`src/rtl/cpu_player_pkg.sv`:
```
// Shared types and default sizing for the automated key-press player.
package cpu_player_pkg;

  localparam int DEFAULT_WIDTH    = 10;
  localparam int DEFAULT_COOLDOWN = 3;

  typedef enum logic [2:0] {
    IDLE,
    FILL,
    DECIDE,
    PRESS,
    COOL
  } state_t;

endpackage

```
`src/rtl/cpu_player.sv`:
```
// Gathers WIDTH serial random bits, presses for one cycle when the sample is below level, then cools down.
// press rises WIDTH+1 edges after enable is taken in IDLE; dropping enable aborts only during FILL.
module cpu_player
  import cpu_player_pkg::*;
#(
  parameter int WIDTH    = DEFAULT_WIDTH,
  parameter int COOLDOWN = DEFAULT_COOLDOWN
) (
  input  logic             clk,
  input  logic             reset,
  input  logic             enable,
  input  logic             rnd_bit,
  input  logic [WIDTH-1:0] level,
  output logic             press,
  output logic             busy,
  output logic [WIDTH-1:0] sample
);

  localparam int CW = $clog2(WIDTH + 1);

  state_t           state;
  state_t           state_nxt;
  logic [CW-1:0]    bit_cnt;
  logic [3:0]       cool_cnt;
  logic [WIDTH-1:0] shreg;
  logic             fill_last;
  logic             cool_last;

  assign fill_last = (bit_cnt == CW'(WIDTH - 1));
  assign cool_last = (cool_cnt == 4'd1);

  // Outputs decode straight from the state register, so they are glitch-free and reset with it.
  assign press = (state == PRESS);
  assign busy  = (state != IDLE);

  always_ff @(posedge clk or posedge reset) begin
    if (reset) begin
      state <= IDLE;
    end else begin
      state <= state_nxt;
    end
  end

  always_comb begin
    state_nxt = state;
    case (state)
      IDLE: begin
        if (enable) state_nxt = FILL;
      end
      FILL: begin
        if (!enable)        state_nxt = IDLE;
        else if (fill_last) state_nxt = DECIDE;
      end
      DECIDE: begin
        state_nxt = (shreg < level) ? PRESS : COOL;
      end
      PRESS: begin
        state_nxt = COOL;
      end
      COOL: begin
        if (cool_last) state_nxt = enable ? FILL : IDLE;
      end
      default: state_nxt = IDLE;
    endcase
  end

  always_ff @(posedge clk or posedge reset) begin
    if (reset) begin
      bit_cnt  <= '0;
      cool_cnt <= '0;
      shreg    <= '0;
      sample   <= '0;
    end else begin
      case (state)
        IDLE: begin
          if (enable) begin
            bit_cnt <= '0;
            shreg   <= '0;
          end
        end
        FILL: begin
          if (enable) begin
            shreg   <= {shreg[WIDTH-2:0], rnd_bit};
            bit_cnt <= bit_cnt + CW'(1);
          end
        end
        DECIDE: begin
          sample   <= shreg;
          cool_cnt <= 4'(COOLDOWN);
        end
        COOL: begin
          cool_cnt <= cool_cnt - 4'd1;
          if (cool_last) begin
            bit_cnt <= '0;
            shreg   <= '0;
          end
        end
        default: ;
      endcase
    end
  end

endmodule

```
`config.mk`:
```
export PLATFORM = sky130hd
export DESIGN_NAME = cpu_player
export DESIGN_NICKNAME = d
export VERILOG_FILES = /design/src/rtl/cpu_player_pkg.sv /design/src/rtl/cpu_player.sv
export SDC_FILE = /design/constraint.sdc
export NUM_CORES = 1
export LEC_CHECK = 0
export CAP_MARGIN = 30
export CORE_MARGIN = 3
export CORE_UTILIZATION = 56
export CTS_BUF_LIST = sky130_fd_sc_hd__clkbuf_4
export CTS_CLUSTER_SIZE = 40
export DETAILED_ROUTE_END_ITERATION = 7
export GPL_ROUTABILITY_DRIVEN = 0
export PLACE_DENSITY = 0.82
export SLEW_MARGIN = 40
export SYNTH_ARGS = -nofsm -noshare
export SYNTH_HDL_FRONTEND = slang
export SYNTH_SLANG_ARGS = --single-unit
```
`constraint.sdc`:
```
create_clock -name clk -period 2.1 [get_ports clk]
set_input_delay 0.525 -clock clk [delete_from_list [all_inputs] [get_ports clk]]
set_output_delay 0.525 -clock clk [all_outputs]
set_load 0.05 [all_outputs]
```
==> flow_summary_export.csv <==
group,metric,value,unit
run_status,status,"finished, final reports clean",
sta,rsz0062_at_grt,"no",
clocking,cts_tree,"built",
drt,drt_wl_total,3580,µm
global_route,groute.usage.overall,21.3,%
floorplanning,fp.dieW,61.5,µm
power,pwr_density_cell,1120,nW/µm²
critical_path,path_delay_family,"buffers and inverters",
sta,final-max-slew-violation-count,0,
sta,fin_skew,0.00899,ns
global_route,grt_overflow,0,
flow_run,maxCapViolations,0,
floorplanning,die-height,61.5,µm
floorplanning,initial_core_util,60.6,%
clocking,cts_buffers,5,
drt,drt_iter0_drc,80,
cells_and_area,antennaDiodeCount,0,
power,pwr-share-comb,49.7,%
placed_design,dpl_cell_area,2020,µm²
critical_path,cp-end-kind,"output port",
clocking,clkTransAtPathRegs,0.09,ns
clocking,hold_buffers,0,
synth,synth.distinct_cells,34,
cells_and_area,nets,235,
critical_path,critical_path_buf_inv_count,1,
cells_and_area,drive_gt1_share,17.3,%
power,clkPwrFrac,13.7,%
power,net-switching-power,1.03,mW
critical_path,slowest_delay,0.80,ns
clocking,cts_setup_buffers,0,
drt,drtAntennaViolNets,0,
clocking,cts_resized,0,
clocking,clock-sinks,31,
hold_path,hold_class,"register to register",
cells_and_area,final_area,2070,µm²
synth,synth.avg_cell_area,9.71,µm²
critical_path,cp.arrival,1.49,ns
synth,synth_seq_cells,31,
critical_path,slowest_stage,"clkdlybuf4s50_1",
critical_path,startpoint_type,"register",
sta,whs,0.490,ns
clocking,htreeDepth,2,
drt,routedWlPerCell,15.0,µm
clocking,cts_buffer_depth,2,
critical_path,crit_required,1.57,ns
critical_path,crit_type,"register to output port",
sta,fmax,0.495,GHz
global_route,grt_pass1_wl,5900,µm
placed_design,place.port_buffers,25,
drt,drt_pass1_iterations,4,
cells_and_area,final_core_util,72.4,%
cells_and_area,syn2layout_area_growth,19.6,%
synth,synth_fp_nets,205,
global_route,grt_pass1_vias,1348,
cells_and_area,fillerInstances,219,
floorplanning,core_region_area,2850,µm²
sta,hold_viol_final,0,
critical_path,crit_path_max_fanout,2,
power,internal_power,1.30,mW
floorplanning,num_io_pins,26,
synth,yosysWarnings,0,
power,ir_worst_vdd,0.860,mV
critical_path,crit_chain,"clkdlybuf4s50_1",
sta,tns,0,ns
power,power_leakage,0.986,nW
power,total_power,2.32,mW
drt,drc,0,
sta,setup_violations,0,
synth,ys_seq_area_share,44.9,%
synth,netlist_area,1730,µm²
global_route,grt_max_degree,32,
power,p_seq_share,36.7,%
sta,worstMarginPinSlew,0.501,ns
drt,via_count,1368,
sta,period_minus_slack,2.02,ns
placed_design,place_hpwl,2640,µm
clocking,cts-root-buf,"clkbuf_4",
synth,netlist_instances,178,
sta,relSlewSlack,66.5,%
power,p_sw_share,44.2,%
global_route,antenna_found_initial,0,
clocking,clk_latency,0.33,ns
drt,via_per_inst,5.72,
sta,period_share,96.1,%
floorplanning,rows,19,
floorplanning,dieArea,3790,µm²
-- layout by cell type (no fill, tap or decap), types with 2 or more instances in the layout --
cell	netlist	final
buf_12	0	2
nor3_1	2	2
nand2b_1	2	2
buf_4	3	5
o21ai_2	8	8
nand2_1	30	30
a22oi_1	2	2
nor2_1	10	10
o31ai_1	2	2
o21ai_1	3	3
inv_1	14	14
o22a_1	2	2
clkbuf_4	0	5
nor2b_1	2	2
ha_1	13	13
a21oi_1	9	9
o21ai_0	12	12
clkdlybuf4s50_1	0	23
dfrtp_1	31	31
nand4_1	2	2
nand3_1	4	4
mux2_2	10	10
-- kinds of logic after synthesis --
logic type | Yosys count | share of synthesized area [%]
and+or+nand+nor | 57 | 15.2
AOI/OAI and AO/OA | 45 | 17.5
DFF | 31 | 44.9
buffers and inverters | 22 | 6.44
adders and majority gates | 13 | 9.41
muxes | 10 | 6.52
-- power groups by stage --
stage | logic, mW | registers, mW | clock network (mW)
2_1_floorplan | 0.797 | 0.894 | 0
3_3_place_gp | 1.11 | 0.849 | 0
3_5_place_dp | 1.15 | 0.861 | 0
4_1_cts | 1.15 | 0.850 | 0.319
5_1_grt | 1.26 | 0.871 | 0.351
6_report | 1.15 | 0.852 | 0.318
-- cell type report --
class	count	area, µm²	share of cell area, %
flip-flops and latches	31	776	37.6
clock inverters	2	8.76	0.424
multi-input cells	125	841	40.7
clock buffers	5	37.5	1.82
well taps	31	38.8	1.88
inverters	15	56.3	2.73
repair buffers	30	308	14.9
-- Yosys cell counts (all sizes together) --
library cell | number | area share (%)
dfrtp | 31 | 45
nand2 | 30 | 6.5
o21ai | 23 | 8.4
inv | 15 | 3.3
ha | 13 | 9.4
mux2 | 10 | 6.5
nor2 | 10 | 2.2
a21oi | 9 | 2.6
buf | 7 | 3.2
nand3 | 4 | 1.2
nor2b | 3 | 1.5
nor3 | 3 | 1.2
a211oi | 2 | 1.2
a21o | 2 | 1.3
a22oi | 2 | 0.87
nand2b | 2 | 0.72
nand4 | 2 | 0.72
o22a | 2 | 1.0
o31ai | 2 | 0.87
a31o | 1 | 0.51
a31oi | 1 | 0.36
and2 | 1 | 0.36
and3b | 1 | 0.51
o211ai | 1 | 0.43
or3 | 1 | 0.36
-- stage by stage --
stage	instances	worst slack, ns
after global routing	239	0.0214
final	239	0.0811
after detailed placement	232	-0.151
after floorplan	178	0.322
after CTS	239	0.0730
after global placement	232	-0.0797
-- state kept, by name, summed over array words and instances, names as in the netlist --
signal    cells
shreg        10
cool_cnt      4
state         3
bit_cnt       4
sample       10
-- worst paths after layout --
kind                            start          to  depth (start not counted)  slack (ns)
setup reg to reg             shreg[7]    state[1]                          6        0.39
hold reg to reg            bit_cnt[3]  bit_cnt[3]                          1        0.49
max in group asynchronous       reset    shreg[7]                          3        1.25
setup / recovery            sample[1]   sample[1]                          1        0.08
min in group asynchronous       reset   sample[5]                          3        0.56
hold / removal             bit_cnt[3]  bit_cnt[3]                          1        0.49
-- layer usage --
metal  vias up  wire, µm  share of wire [%]  global-route usage [%]
met5         -         0                  0                       0
li1        673         -                  -                       -
met3         7       138                3.9                    6.50
met1       661      1540                 43                    25.4
met4         0        60                1.7                    8.48
met2        27      1840                 51                    35.7
Note: power is estimated with default switching activity, not from simulation.
